### src/rtl/wb_arbiter.sv
// Register-file writeback arbiter for two requesters.
// Requester A is the pipeline writeback and normally wins. Requester B is a
// multi-cycle unit; after STARVE_LIMIT consecutive refusals, B is granted.
// Ports:
//   clock, reset              - rising-edge clock, synchronous active-high reset
//   a_valid/a_reg/a_data      - A request; a_stall (comb) = A refused this cycle
//   b_valid/b_reg/b_data      - B request; b_ready (comb) = B accepted this cycle
//   wr_en/wr_reg/wr_data      - registered register-file write port
//   b_wait                    - current B starvation count (debug)
module wb_arbiter #(
  parameter int unsigned STARVE_LIMIT = 4
) (
  input  logic        clock,
  input  logic        reset,
  input  logic        a_valid,
  input  logic [4:0]  a_reg,
  input  logic [31:0] a_data,
  output logic        a_stall,
  input  logic        b_valid,
  input  logic [4:0]  b_reg,
  input  logic [31:0] b_data,
  output logic        b_ready,
  output logic        wr_en,
  output logic [4:0]  wr_reg,
  output logic [31:0] wr_data,
  output logic [2:0]  b_wait
);

  localparam int unsigned REG_W  = 5;
  localparam int unsigned DATA_W = 32;
  localparam int unsigned CNT_W  = 3;

  typedef enum logic [0:0] {
    A_PRI   = 1'b0,
    B_FORCE = 1'b1
  } state_t;

  state_t              state, state_next;
  logic [CNT_W-1:0]    cnt, cnt_next, cnt_inc;
  logic                grant_a, grant_b;
  logic                wr_fire;
  logic [REG_W-1:0]    wr_reg_next;
  logic [DATA_W-1:0]   wr_data_next;

  // State, starvation counter and write-port registers.
  always_ff @(posedge clock) begin
    if (reset) begin
      state   <= A_PRI;
      cnt     <= '0;
      wr_en   <= 1'b0;
      wr_reg  <= '0;
      wr_data <= '0;
    end else begin
      state <= state_next;
      cnt   <= cnt_next;
      wr_en <= wr_fire;
      // Register 0 writes handshake but leave the write port untouched.
      if (wr_fire) begin
        wr_reg  <= wr_reg_next;
        wr_data <= wr_data_next;
      end
    end
  end

  // Grant selection, counter update and next state.
  always_comb begin
    state_next   = state;
    grant_a      = 1'b0;
    grant_b      = 1'b0;
    cnt_inc      = (cnt == CNT_W'(7)) ? cnt : cnt + CNT_W'(1);
    cnt_next     = '0;
    wr_fire      = 1'b0;
    wr_reg_next  = a_reg;
    wr_data_next = a_data;

    // Grants are suppressed while reset is high so nothing is in flight.
    if (!reset) begin
      case (state)
        A_PRI: begin
          grant_a = a_valid;
          grant_b = !a_valid && b_valid;
        end
        B_FORCE: begin
          grant_b = b_valid;
          grant_a = !b_valid && a_valid;
        end
        default: begin
          grant_a = 1'b0;
          grant_b = 1'b0;
        end
      endcase
    end

    if (b_valid && !grant_b) begin
      cnt_next = cnt_inc;
    end

    case (state)
      A_PRI: begin
        if (b_valid && !grant_b && (cnt_inc == CNT_W'(STARVE_LIMIT))) begin
          state_next = B_FORCE;
        end
      end
      B_FORCE: begin
        if (grant_b || !b_valid) begin
          state_next = A_PRI;
        end
      end
      default: state_next = A_PRI;
    endcase

    if (grant_b) begin
      wr_reg_next  = b_reg;
      wr_data_next = b_data;
    end
    wr_fire = (grant_a || grant_b) && (wr_reg_next != '0);
  end

  assign a_stall = a_valid && !grant_a;
  assign b_ready = b_valid && grant_b;
  assign b_wait  = cnt;

endmodule

### config.mk
export PLATFORM = sky130hd
export DESIGN_NAME = wb_arbiter
export DESIGN_NICKNAME = d
export VERILOG_FILES = /design/src/rtl/wb_arbiter.sv
export SDC_FILE = /design/constraint.sdc
export NUM_CORES = 1
export LEC_CHECK = 0
export BUFFER_PORTS_ARGS = -buffer_cell sky130_fd_sc_hd__buf_2
export CORE_UTILIZATION = 40
export DETAILED_ROUTE_END_ITERATION = 8
export PLACE_DENSITY = 0.76
export REMOVE_ABC_BUFFERS = 1
export SYNTH_ARGS = -nofsm -noshare
export SYNTH_HDL_FRONTEND = slang
export SYNTH_SLANG_ARGS = --single-unit
### constraint.sdc
create_clock -name clock -period 1.84 [get_ports clock]
set_input_delay 0.368 -clock clock [delete_from_list [all_inputs] [get_ports clock]]
set_output_delay 0.368 -clock clock [all_outputs]
set_load 0.05 [all_outputs]
==> results of run 1 <==
-- logic make-up after synthesis --
group                    count (synthesis)  share of synthesized area (%)
multiplexers                            67                           30.2
AO/OA/AOI/OAI                           20                           7.04
buffers and inverters                   16                           5.13
XOR/XNOR                                 1                          0.394
flip-flops                              42                           37.9
AND/OR/NAND/NOR                         69                           18.8
adder cells (fa/ha/maj)                  1                          0.563
-- through the flow --
stage | hold WS (ps) | cell area, µm² | util (%) | setup TNS (ps) | power [mW]
5_1_grt | 357 | 3040 | 58.0 | 0 | 2.61
3_5_place_dp | 466 | 2930 | 55.9 | -2650 | 1.80
4_1_cts | 341 | 3030 | 57.9 | 0 | 2.52
6_report | 352 | 3040 | 58.0 | 0 | 2.49
3_3_place_gp | 458 | 2930 | 55.9 | -1440 | 1.79
2_1_floorplan | 486 | 2120 | - | -34900 | 1.56
-- layout make-up --
type / instances / area (µm²) / share of cell area [%]
Tap cell: 70 / 87.6 / 2.88
Sequential cell: 42 / 841 / 27.7
Timing Repair Buffer: 132 / 716 / 23.6
Multi-Input combinational cell: 158 / 1270 / 41.9
Clock buffer: 7 / 76.3 / 2.51
Clock inverter: 1 / 30.0 / 0.989
Inverter: 4 / 15.0 / 0.494
-- worst register-to-register path, delay by kind of cell, from the launching register on --
kind	cells	cell delay, ps
AOI/OAI and AO/OA	3	690
DFF	1	330
and+or+nand+nor	1	250
buffers and inverters	1	190
-- repair_timing --
action,CTS,global route
endpoints found under the hold margin,0,0
setup endpoints to repair,0,1
gates resized for setup,0,2
-- per-layer routing --
layer	GRT usage, %	up-vias	share of wire (%)
met5	0	-	0
met4	5.77	0	1.4
met3	4.67	9	6.2
met2	33.9	77	49
met1	20.1	911	43
li1	-	1021	-
-- path summary, 6_finish.rpt --
check	slack (ps)	cells after the start	endpoint	start
worst min-delay path	350	3	wr_data[17]$_SDFFE_PP0P_	b_data[17]
worst max-delay path	120	4	b_ready	state$_SDFF_PP0_
worst min register to register	470	2	wr_data[15]$_SDFFE_PP0P_	wr_data[15]$_SDFFE_PP0P_
worst max register to register	310	5	wr_reg[4]$_SDFFE_PP0P_	state$_SDFF_PP0_
-- placed cells by master (no fill, tap or decap), drive strengths merged --
master,n
nor3b,3
or3,4
bufinv,1
o211ai,3
nor2,8
or2,1
dfxtp,42
ha,1
o221ai,2
inv,4
xnor2,1
o32ai,3
nor2b,3
and2,2
a2111oi,1
a211oi,2
nand4,1
nand2,4
nor3,1
a311oi,2
a21oi,4
and3,1
o21ai,3
clkbuf,7
nand2b,37
mux2i,67
nand4bb,1
buf,132
nand3,3
-- report_power, final --
group	leakage (nW)	internal [mW]	switching, mW
sequential	0.349	0.994	0.0408
combinational	1.30	0.255	0.491
clock	0.0524	0.406	0.301
==> flow_metrics.tcl, run 1 <==
set metrics [dict create \
    status "completed" \
    max-cap-violations 0 \
    insertion_delay_ps 280 \
    finalWirelength_um 5160 \
    post_cts_buffers 0 \
    worstPathArrival_ps 1350 \
    antenna_found_initial 0 \
    diodes 0 \
    nets 422 \
    yosysSeqAreaShare_pct 37.9 \
    cp_cell_sequence "nand2b_2 -> nand2_2 -> inv_2 -> buf_2" \
    finalSetupViolCount 0 \
    dr.pass1.iters 4 \
    core_um2 5240 \
    grt_max_degree 42 \
    die_x_um 76.5 \
    yosysTopAreaCell "dfxtp_1" \
    p_leak_nw 1.70 \
    first_global_vias 2051 \
    async_reset_ff_share_pct 0 \
    placementRows 26 \
    drtIter0Drc 64 \
    hold_violations 0 \
    slew_violations 0 \
    grt.overflow.total 0 \
    postSynthCellCount 216 \
    port-buffer-count 120 \
    path_max_fanout 8 \
    clock_skew_ps 4.18 \
    ir_drop_mv 0.462 \
    max-slew-margin-rel_pct 72.8 \
    cts_tree "done" \
    worstMarginPinSlew_ps 398 \
    synthTopCellsByArea "dfxtp_1, mux2i_1, nand2b_1, buf_12, nor2_1" \
    via_count 2018 \
    wire_per_inst_um 12.5 \
    slowest_stage "dfxtp_1" \
    start_kind "flip-flop" \
    crit_buf_inv 2 \
    via_per_inst 4.87 \
    syn_area_per_cell_um2 10.3 \
    synth_edf_count 0 \
    synth_area_um2 2220 \
    fmax_mhz 581 \
    yosysWarningCount 0 \
    dp_slack_ps -121 \
    clockBufferDepth 2 \
    cts.reportedPaths.clkPinSlew_ps 80 \
    clockRootBuffer "clkbuf_8" \
    cpLargestDelayFamily "buffers and inverters" \
    cp-end-kind "primary output" \
    die_y_um 76.5 \
    period_share_pct 93.5 \
    synth_common_cells "mux2i_1, dfxtp_1, nand2b_1, nor2_1, clkbuf_1" \
    fin_crit_ps 1720 \
    setup_ws_ps 119 \
    crit_required_ps 1470 \
    p_per_area_nw_per_um2 819 \
    criticalPathCategory "reg2out" \
    yosysMostFrequentCell "mux2i_1" \
    io_pins 121 \
    cts_sinks 42 \
    cts_buffers 5 \
    synth_seq_cells 42 \
    gp_congestion 0.832 \
    fin_cells 414 \
    fill_cells 467 \
    drc 0 \
    slowest_delay_ps 350 \
    die_area_um2 5850 \
    ys.flop_type "dfxtp_1" \
    ant_nets 0 \
    htree_levels 2 \
    placedCellCount 406 \
    hold_buffers 0 \
    synth.top_cell.area_share_pct 37.9 \
    areaGrowthSynthToFinish_pct 36.7 \
    min_path_type "in2reg" \
    initial_core_util_pct 42.4 \
    grt_first_pass_wirelength_um 8760 \
    grt.total_usage_pct 18.3 \
    hpwlAfterDp_um 3850 \
    rsz0062_at_grt "false" \
    largest_reg_flops 32 \
    synth_cell_type_count 33 \
    drive_gt1_share_pct 42.4 \
]
(Power assumes the default switching activity.)
==> run 2: changes to the inputs <==
--- a/config.mk
+++ b/config.mk
@@ -8,6 +8,7 @@
 export BUFFER_PORTS_ARGS = -buffer_cell sky130_fd_sc_hd__buf_2
 export CORE_UTILIZATION = 40
 export DETAILED_ROUTE_END_ITERATION = 8
+export MAX_ROUTING_LAYER = met4
 export PLACE_DENSITY = 0.76
 export REMOVE_ABC_BUFFERS = 1
 export SYNTH_ARGS = -nofsm -noshare
==> flow_metrics.tcl, run 2 (synthesis gave the netlist of run 1 again) <==
set metrics [dict create \
    final_cell_mix "buf_2, mux2i_1, dfxtp_1" \
    worstPathArrival_ps 1350 \
    placementRows 26 \
    drc 0 \
    max-slew-margin-rel_pct 72.8 \
    p_leak_nw 1.70 \
    drtIter0Drc 58 \
    period_share_pct 93.5 \
    fin_crit_ps 1720 \
    layout.cells.most_common "buf_2" \
    intPower_mw 1.65 \
    grt_max_degree 42 \
    via_per_inst 4.89 \
    cts_sinks 42 \
    power_frac_seq_pct 41.6 \
    p_sw_mw 0.833 \
    diodes 0 \
    reg2reg_depth 5 \
    hpwlAfterDp_um 3850 \
    areaGrowthSynthToFinish_pct 36.7 \
    die_area_um2 5850 \
    status "completed" \
    finalSetupViolCount 0 \
    gr-usage-met3_pct 4.19 \
    busiest_layer "met2" \
    grt_util_met1_pct 20.4 \
    min_path_type "in2reg" \
    dr.pass1.iters 4 \
    criticalPathCategory "reg2out" \
    insertion_delay_ps 280 \
    hold_end "wr_data[17]$_SDFFE_PP0P_" \
    grt.total_usage_pct 18.8 \
    clock_skew_ps 4.45 \
    drive_gt1_share_pct 42.4 \
    port-buffer-count 120 \
    min_path_cells 3 \
    crit_required_ps 1470 \
    p_total_mw 2.49 \
    power.share.combinational_pct 30.0 \
    antenna_found_initial 0 \
    largest_reg_flops 32 \
    cts_buffers 5 \
    grtUsageMet2_pct 33.9 \
    wire_per_inst_um 12.5 \
    p_clk_share_pct 28.4 \
    max-cap-violations 0 \
    path_max_fanout 8 \
    hold_start "b_data[17]" \
    post_cts_buffers 0 \
    cts_tree "done" \
    ff2ff_setup_slack_ps 310 \
    worstMarginPinSlew_ps 398 \
    grt_first_pass_wirelength_um 8760 \
    clockRootBuffer "clkbuf_8" \
    p_per_area_nw_per_um2 819 \
    reg2reg_from "state$_SDFF_PP0_" \
    finalWirelength_um 5160 \
    setup_ws_ps 120 \
    rr_endpoint "wr_reg[4]$_SDFFE_PP0P_" \
    first_global_vias 2055 \
    clockBufferDepth 2 \
    gp_congestion 0.844 \
    ir_drop_mv 0.462 \
    die_x_um 76.5 \
    crit_start "state$_SDFF_PP0_" \
    core_um2 5240 \
    cts.reportedPaths.clkPinSlew_ps 80 \
    start_kind "flip-flop" \
    io_pins 121 \
    via_count 2023 \
    hold_violations 0 \
    htree_levels 2 \
    initial_core_util_pct 42.4 \
    ant_nets 0 \
    cp-end-kind "primary output" \
    switching_share_pct 33.5 \
    grt.overflow.total 0 \
    slew_violations 0 \
    hold_buffers 0 \
    dp_slack_ps -121 \
    rsz0062_at_grt "false" \
    nets 422 \
    die_y_um 76.5 \
    fmax_mhz 581 \
    tns_ps 0 \
]
## run 2: worst max-delay path by stage
stage | to | cells past startpoint
6_report | b_ready | 4
4_1_cts | b_ready | 4
2_1_floorplan | wr_data[0]$_SDFFE_PP0P_ | 5
5_1_grt | b_ready | 4
3_3_place_gp | wr_data[28]$_SDFFE_PP0P_ | 6
3_5_place_dp | wr_data[4]$_SDFFE_PP0P_ | 6
## run 2: what timing repair did
| item | CTS | global route |
|---|---|---|
| gates resized for setup | 0 | 2 |
| setup endpoints to repair | 0 | 1 |
| endpoints found under the hold margin | 0 | 0 |
## run 2: metal layers
layer / routed length (µm) / up-vias / part of all wire [%]
met1: 2240 / 918 / 43
met5: 0 / - / 0
met2: 2550 / 75 / 49
met4: 72 / 0 / 1.4
met3: 295 / 9 / 5.7
li1: - / 1021 / -
## run 2: final cells by class
| cell class | instances | area, µm² |
|---|---|---|
| clock inverter | 1 | 30.0 |
| multi-input combinational | 158 | 1270 |
| fill | 467 | 2200 |
| clock buffer | 7 | 76.3 |
| inverter | 4 | 15.0 |
| sequential | 42 | 841 |
| timing repair buffer | 132 | 716 |
| tap | 70 | 87.6 |
## run 2: through the flow
| stage | util [%] | area [µm²] | hold slack, ps | std cells |
|---|---|---|---|---|
| after floorplan | - | 2120 | 486 | 204 |
| after global placement | 55.9 | 2930 | 458 | 406 |
| after detailed placement | 55.9 | 2930 | 466 | 406 |
| after CTS | 57.9 | 3030 | 341 | 414 |
| after global routing | 58.0 | 3040 | 357 | 414 |
| final | 58.0 | 3040 | 352 | 414 |
## run 2: power by group through the flow
stage	Clock, mW	Sequential (mW)	Combinational, mW
after detailed placement	0	1.05	0.749
after global routing	0.775	1.05	0.792
after global placement	0	1.05	0.734
after CTS	0.736	1.04	0.750
after floorplan	0	1.35	0.209
final	0.707	1.03	0.746
## run 2: critical path, cell delays in order (launching register included)
cell      delay [ps]
dfxtp_1          350
nand2b_2         210
nand2_2           90
inv_2            130
buf_2            280
